--- src/rtl/cond_pkg.sv ---
// Shared definitions for the conditional-execution unit: condition encodings,
// NZCV bit positions and the flag-group mask helper.
package cond_pkg;

    typedef enum logic [3:0] {
        COND_EQ  = 4'b0000,
        COND_NE  = 4'b0001,
        COND_CS  = 4'b0010,
        COND_CC  = 4'b0011,
        COND_MI  = 4'b0100,
        COND_PL  = 4'b0101,
        COND_VS  = 4'b0110,
        COND_VC  = 4'b0111,
        COND_HI  = 4'b1000,
        COND_LS  = 4'b1001,
        COND_GE  = 4'b1010,
        COND_LT  = 4'b1011,
        COND_GT  = 4'b1100,
        COND_LE  = 4'b1101,
        COND_AL  = 4'b1110,
        COND_UNC = 4'b1111
    } cond_e;

    localparam int FLAG_N = 3;
    localparam int FLAG_Z = 2;
    localparam int FLAG_C = 1;
    localparam int FLAG_V = 0;

    // Bits of NZCV owned by group g when the register is split into 'groups' slices.
    function automatic logic [3:0] group_mask(input int groups, input int g);
        logic [3:0] m;
        int         w;
        w = 4 / groups;
        m = 4'b0000;
        for (int b = 0; b < 4; b++) begin
            if ((b >= w * g) && (b < w * (g + 1))) begin
                m[b] = 1'b1;
            end else begin
                m[b] = 1'b0;
            end
        end
        return m;
    endfunction

endpackage

--- src/rtl/condeval.sv ---
// Combinational ARM condition evaluator (Cond + NZCV -> CondEx); code 1111 is
// treated as unconditional.
module condeval
    import cond_pkg::*;
(
    input  logic [3:0] cond_i,
    input  logic [3:0] flags_i,
    output logic       cond_ex_o
);

    logic n_s, z_s, c_s, v_s;

    assign n_s = flags_i[FLAG_N];
    assign z_s = flags_i[FLAG_Z];
    assign c_s = flags_i[FLAG_C];
    assign v_s = flags_i[FLAG_V];

    // Decode the condition field against the current flags.
    always_comb begin
        cond_ex_o = 1'b1;
        case (cond_e'(cond_i))
            COND_EQ:  cond_ex_o = z_s;
            COND_NE:  cond_ex_o = ~z_s;
            COND_CS:  cond_ex_o = c_s;
            COND_CC:  cond_ex_o = ~c_s;
            COND_MI:  cond_ex_o = n_s;
            COND_PL:  cond_ex_o = ~n_s;
            COND_VS:  cond_ex_o = v_s;
            COND_VC:  cond_ex_o = ~v_s;
            COND_HI:  cond_ex_o = c_s & ~z_s;
            COND_LS:  cond_ex_o = ~c_s | z_s;
            COND_GE:  cond_ex_o = ~(n_s ^ v_s);
            COND_LT:  cond_ex_o = n_s ^ v_s;
            COND_GT:  cond_ex_o = ~z_s & ~(n_s ^ v_s);
            COND_LE:  cond_ex_o = z_s | (n_s ^ v_s);
            COND_AL:  cond_ex_o = 1'b1;
            COND_UNC: cond_ex_o = 1'b1;
            default:  cond_ex_o = 1'b1;
        endcase
    end

endmodule

--- src/rtl/condlogic_stk.sv ---
// Conditional-execution unit: NZCV register with grouped writes, latched CondEx,
// gated write enables and an optional shadow-flag stack (CONDLOGIC_SHADOW_STACK_EN).
module condlogic_stk
    import cond_pkg::*;
#(
    parameter int FLAG_GROUPS  = 2,
    parameter int SHADOW_DEPTH = 4
) (
    input  logic                                clk,
    input  logic                                reset,
    input  logic [3:0]                          Cond,
    input  logic [3:0]                          ALUFlags,
    input  logic [FLAG_GROUPS-1:0]              FlagW,
    input  logic                                CondLatch,
    input  logic                                PCS,
    input  logic                                NextPC,
    input  logic                                RegW,
    input  logic                                MemW,
    input  logic                                FlagPush,
    input  logic                                FlagPop,
    input  logic                                ErrClr,
    output logic                                PCWrite,
    output logic                                RegWrite,
    output logic                                MemWrite,
    output logic                                CondExQ,
    output logic [3:0]                          Flags,
    output logic [$clog2(SHADOW_DEPTH+1)-1:0]   StackLevel,
    output logic                                StackFull,
    output logic                                StackEmpty,
    output logic                                StackErr
);

    localparam int LW = $clog2(SHADOW_DEPTH + 1);

    logic       cond_ex_s;
    logic [3:0] flags_q, flags_d;
    logic [3:0] upd_mask_s;
    logic       cexq_q, cexq_d;
    logic       pop_ok_s;
    logic [3:0] pop_val_s;

    condeval u_condeval (
        .cond_i    (Cond),
        .flags_i   (flags_q),
        .cond_ex_o (cond_ex_s)
    );

    // Flag next-state: a successful pop overrides any group write.
    always_comb begin
        upd_mask_s = 4'b0000;
        for (int g = 0; g < FLAG_GROUPS; g++) begin
            if (FlagW[g] && cond_ex_s) begin
                upd_mask_s = upd_mask_s | group_mask(FLAG_GROUPS, g);
            end else begin
                upd_mask_s = upd_mask_s;
            end
        end
        if (pop_ok_s) begin
            flags_d = pop_val_s;
        end else begin
            flags_d = (flags_q & ~upd_mask_s) | (ALUFlags & upd_mask_s);
        end
        if (CondLatch) begin
            cexq_d = cond_ex_s;
        end else begin
            cexq_d = cexq_q;
        end
    end

    // Architectural flag and condition registers.
    always_ff @(posedge clk or negedge reset) begin
        if (!reset) begin
            flags_q <= 4'b0000;
            cexq_q  <= 1'b0;
        end else begin
            flags_q <= flags_d;
            cexq_q  <= cexq_d;
        end
    end

    assign Flags    = flags_q;
    assign CondExQ  = cexq_q;
    assign RegWrite = RegW & cexq_q;
    assign MemWrite = MemW & cexq_q;
    assign PCWrite  = (PCS & cexq_q) | NextPC;

`ifdef CONDLOGIC_SHADOW_STACK_EN
    logic [3:0]    stack_q [SHADOW_DEPTH];
    logic [LW-1:0] level_q, level_d;
    logic          err_q, err_d;
    logic          full_s, empty_s;
    logic          push_req_s, pop_req_s, push_ok_s, err_ev_s;

    assign full_s     = (level_q == LW'(SHADOW_DEPTH));
    assign empty_s    = (level_q == LW'(0));
    assign push_req_s = FlagPush & ~FlagPop;
    assign pop_req_s  = FlagPop & ~FlagPush;
    assign push_ok_s  = push_req_s & ~full_s;
    assign pop_ok_s   = pop_req_s & ~empty_s;
    assign err_ev_s   = (push_req_s & full_s) | (pop_req_s & empty_s) | (FlagPush & FlagPop);

    // Top-of-stack read mux and level / sticky-error next state.
    always_comb begin
        pop_val_s = 4'b0000;
        for (int i = 0; i < SHADOW_DEPTH; i++) begin
            if (level_q == LW'(i + 1)) begin
                pop_val_s = stack_q[i];
            end else begin
                pop_val_s = pop_val_s;
            end
        end
        if (push_ok_s) begin
            level_d = level_q + LW'(1);
        end else if (pop_ok_s) begin
            level_d = level_q - LW'(1);
        end else begin
            level_d = level_q;
        end
        err_d = err_ev_s | (err_q & ~ErrClr);
    end

    // Stack storage, level counter and sticky error register.
    always_ff @(posedge clk or negedge reset) begin
        if (!reset) begin
            for (int i = 0; i < SHADOW_DEPTH; i++) begin
                stack_q[i] <= 4'b0000;
            end
            level_q <= LW'(0);
            err_q   <= 1'b0;
        end else begin
            for (int i = 0; i < SHADOW_DEPTH; i++) begin
                if (push_ok_s && (level_q == LW'(i))) begin
                    stack_q[i] <= flags_q;
                end else begin
                    stack_q[i] <= stack_q[i];
                end
            end
            level_q <= level_d;
            err_q   <= err_d;
        end
    end

    assign StackLevel = level_q;
    assign StackFull  = full_s;
    assign StackEmpty = empty_s;
    assign StackErr   = err_q;
`else
    logic unused_stack_s;

    assign unused_stack_s = ^{FlagPush, FlagPop, ErrClr};
    assign pop_ok_s       = 1'b0;
    assign pop_val_s      = 4'b0000;
    assign StackLevel     = LW'(0);
    assign StackFull      = 1'b0;
    assign StackEmpty     = 1'b1;
    assign StackErr       = 1'b0;
`endif

endmodule

--- config.mk ---
export PLATFORM = sky130hd
export DESIGN_NAME = condlogic_stk
export DESIGN_NICKNAME = d
export VERILOG_FILES = /design/src/rtl/cond_pkg.sv /design/src/rtl/condeval.sv /design/src/rtl/condlogic_stk.sv
export SDC_FILE = /design/constraint.sdc
export NUM_CORES = 1
export LEC_CHECK = 0
export ABC_AREA = 1
export ABC_CLOCK_PERIOD_IN_PS = 1500
export CAP_MARGIN = 10
export CELL_PAD_IN_SITES_DETAIL_PLACEMENT = 0
export CELL_PAD_IN_SITES_GLOBAL_PLACEMENT = 2
export CORE_UTILIZATION = 26
export CTS_CLUSTER_SIZE = 24
export DETAILED_ROUTE_END_ITERATION = 16
export DONT_BUFFER_PORTS = 1
export PLACE_DENSITY = 0.76
export SYNTH_ARGS = -nofsm -noshare
export SYNTH_HDL_FRONTEND = slang
export SYNTH_HIERARCHICAL = 1
export SYNTH_SLANG_ARGS = --single-unit
--- constraint.sdc ---
create_clock -name clk -period 1.5 [get_ports clk]
set_input_delay 0.3 -clock clk [delete_from_list [all_inputs] [get_ports clk]]
set_output_delay 0.3 -clock clk [all_outputs]
set_load 0.05 [all_outputs]
# Word-level counts from Yosys, hierarchy flattened
# Cells that the tools add are included.
# classes
n_mux	5
bitwise_logic	19
reduce_logical	4
n_eq_ne	15
# ops
cell	count
$eq 4x4->1 const B	8
$eq 4x3->1 const B	4
$pmux 1 s15	1
$and 4x4->4	2
$eq 4x2->1 const B	2
$or 4x4->4	2
$and 1x1->1	5
$not 1->1	5
$eq 4x1->1 const B	1
$logic_not 4->1	1
$mux 4	1
$not 4->4	1
$or 1x1->1	3
$logic_and 1x1->1	2
$mux 1	2
$mux 2	1
$reduce_or 2->1	1
$xor 1x1->1	1
# totals
input_bits	20
regBits	5
output_inout_bits	14

# Longest topological paths before layout
# logic_depth
depth_word	11
ltp_mapped	11
ltp_nobuf	11

# Modules after synthesis
# The synthesis kept the hierarchy.
# modules_own_cells
module	cells_each	area_per_inst_um2	instances	seq_area_each_um2
condlogic_stk	37	274.0	1	125.1
condeval	52	232.7	1	0.0

# Worst setup path before layout
# Ideal clock, no wire load.
# synth_path
path_kind	register to register
from	register (tool-made name)
to	register (tool-made name)
n_path_buf	0
t_required_ns	1.435
setup_slack_ns	-0.079
arrival_ns	1.514
path_stages_with_launch	11
setup_ns	0.065
path_cell_list	dfrtp_1 -> inv_1 -> nand2_1 -> nand2_1 -> nand3_1 -> nand3_2 -> nor2_2 -> nand4_2 -> nand2_1 -> nand2_1 -> nand2_1

==> impl_metrics.env <==
export IMPL_clkTransAtPathRegs_ns=0.04
export IMPL_dieWidth_um=46.1
export IMPL_cp_max_fo=7
export IMPL_fin_skew_ns=0.00294
export IMPL_fmax_mhz=723
export IMPL_area_delta_synth_final_pct=39.0
export IMPL_avgSynthCellArea_um2=5.69
export IMPL_dieArea_mm2=0.00213
export IMPL_grt_pass1_wl_um=1810
export IMPL_num_io_pins=34
export IMPL_period_needed_ns=1.38
export IMPL_dr_pass1_iters=2
export IMPL_route_vias_total=539
export IMPL_antenna_found_initial=0
export IMPL_hold_viol=0
export IMPL_grt_max_degree=8
export IMPL_crit_type="flop to flop"
export IMPL_num_rows=15
export IMPL_gp_congestion=0.754
export IMPL_slowest_stage="dfrtp_2"
export IMPL_setup_viol=0
export IMPL_grt_overflow=0
export IMPL_clock_sinks=5
export IMPL_dp_cells=120
export IMPL_layout_nets=125
export IMPL_viasPerCell=4.18
export IMPL_ys_warn_count=6
export IMPL_crit_chain="inv_2 > nand2_2 > nand2_2 > nand2_2 > nand2_1 > nand2_1 > nor2_2 > nand4_4 > nand2_2 > nand2_1 > nand2_1"
export IMPL_ys_ff_latch=5
export IMPL_clock_latency_ns=0.24
export IMPL_outcome="finished clean"
export IMPL_place_ws_ns=0.0872
export IMPL_cts_tree="yes"
export IMPL_cp_start_kind="flop"
export IMPL_vdd_drop_max_uv=745
export IMPL_grt_total_usage=0.125
export IMPL_drc=0
export IMPL_grt_pass1_vias=472
export IMPL_antenna_cells=0
export IMPL_finalWorstSetupSlack_ns=0.118
export IMPL_synth_area_top_cells="nand2_1, dfrtp_1, nand3_1"
export IMPL_drive_above_1_share=0.317
export IMPL_worstPathRequired_ns=1.68
export IMPL_synth_cells=89
export IMPL_hpwl_um=890
export IMPL_ys_seq_area_frac=0.247
export IMPL_initial_core_util=0.284
export IMPL_netlist_area_um2=507
export IMPL_maxCapViolCount=0
export IMPL_final_cell_count_no_fill=129
export IMPL_rrSetupSlack_ns=0.12
export IMPL_clockBufferDepth=2
export IMPL_synth_top_area_cell="nand2_1"
export IMPL_endpoint_kind="flop"
export IMPL_routedWlPerCell_um=8.79
export IMPL_die_h_um=46.1
export IMPL_cts_root_buffer="clkbuf_4"
export IMPL_r2r_cells=11
export IMPL_drv_slew=0
export IMPL_htreeDepth=1
export IMPL_io_buffers=0
export IMPL_yosysTopAreaCellShare=0.259
export IMPL_ys_types=15
export IMPL_antenna_left=0
export IMPL_worstPathArrival_ns=1.56
export IMPL_min_period_over_period=0.922
export IMPL_cpPeakStageDelay_ns=0.42
export IMPL_core_mm2=0.00178
export IMPL_hold_path_end="CondExQ"
export IMPL_numCtsBuffers=3
export IMPL_p_leak_uw=0.000386
export IMPL_hold_path_depth=1
export IMPL_hp_class="input port to flop"
export IMPL_fin_util=0.395
export IMPL_wl_um=1130
export IMPL_hp_start="CondLatch"
export IMPL_dr_first_iter_drc_count=1
export IMPL_power_density_mw_per_mm2=1810
==> synthesized netlist by cell type, drive strengths merged <==
master / instances
nand2: 35
nand3: 13
inv: 12
nor2: 10
buf: 6
dfrtp: 5
clkinv: 2
conb: 2
a21oi: 1
nand3b: 1
nand4: 1
o21ai: 1
==> layout make-up <==
class | instances | area, µm²
tap | 25 | 31.3
multi-input combinational | 68 | 329
timing repair buffer | 13 | 138
clock buffer | 4 | 26.3
fill | 207 | 1080
sequential | 5 | 128
inverter | 14 | 52.6
==> metrics by stage <==
| stage | total power, µW | hold slack (ns) | cell area (µm²) | TNS (ns) |
|---|---|---|---|---|
| 2_1_floorplan | 780 | 0.00441 | 524 | 0 |
| 3_3_place_gp | 985 | 0.00455 | 608 | 0 |
| 3_5_place_dp | 988 | 0.00457 | 608 | 0 |
| 4_1_cts | 1150 | 0.166 | 644 | 0 |
| 5_1_grt | 1380 | 0.174 | 704 | -0.0400 |
| 6_report | 1270 | 0.167 | 704 | 0 |
==> worst max-delay path by stage <==
stage,slack [ns],endpoint,from,depth (start not counted)
floorplan,0.04,flop,flop,9
global placement,0.08,flop,flop,11
detailed placement,0.09,flop,flop,11
CTS,0.07,flop,flop,11
global route,-0.02,flop,flop,11
finish,0.12,flop,flop,11
==> report_power, final <==
group	total, µW	leakage, µW	switching (µW)	internal (µW)
clock network	153	0.0000150	52.7	100
registers	285	0.0000595	85.2	200
logic	836	0.000311	534	303
==> critical path, delay by kind of cell (launching register included) <==
kind                   cells  cell delay (ns)
and+or+nand+nor           10             0.83
DFF                        1             0.42
buffers and inverters      1             0.07
==> cells by family after synthesis <==
logic type / share of synthesized area
flip-flops: 0.247
AO/OA/AOI/OAI: 0.0197
buffers and inverters: 0.193
other: 0.0148
AND/OR/NAND/NOR: 0.526
==> metal layers <==
layer  vias up  track usage  routed length (µm)
met3         5       0.0235                  63
li1        287            -                   -
met5         -            0                   0
met4         0        0.106                  38
met2        21        0.192                 539
met1       226        0.149                 493
==> what timing repair did <==
| action | in CTS | in global routing |
|---|---|---|
| hold buffers | 1 | 0 |
| setup endpoints to repair | 0 | 5 |
| endpoints found under the hold margin | 5 | 0 |
| gates resized for setup | 0 | 11 |
| buffers inserted | 0 | 4 |
==> placed cells by master, fill, tap and decap left out, drive strengths merged <==
cell type	netlist	final
buf	6	12
conb	2	6
nor2	10	10
a21oi	1	1
nand3	13	13
clkbuf	0	4
nand3b	1	1
inv	12	12
o21ai	1	1
dfrtp	5	5
nand2	35	35
clkinv	2	2
dlygate4sd3	0	1
nand4	1	1
Power figures use the tool's default switching activity.
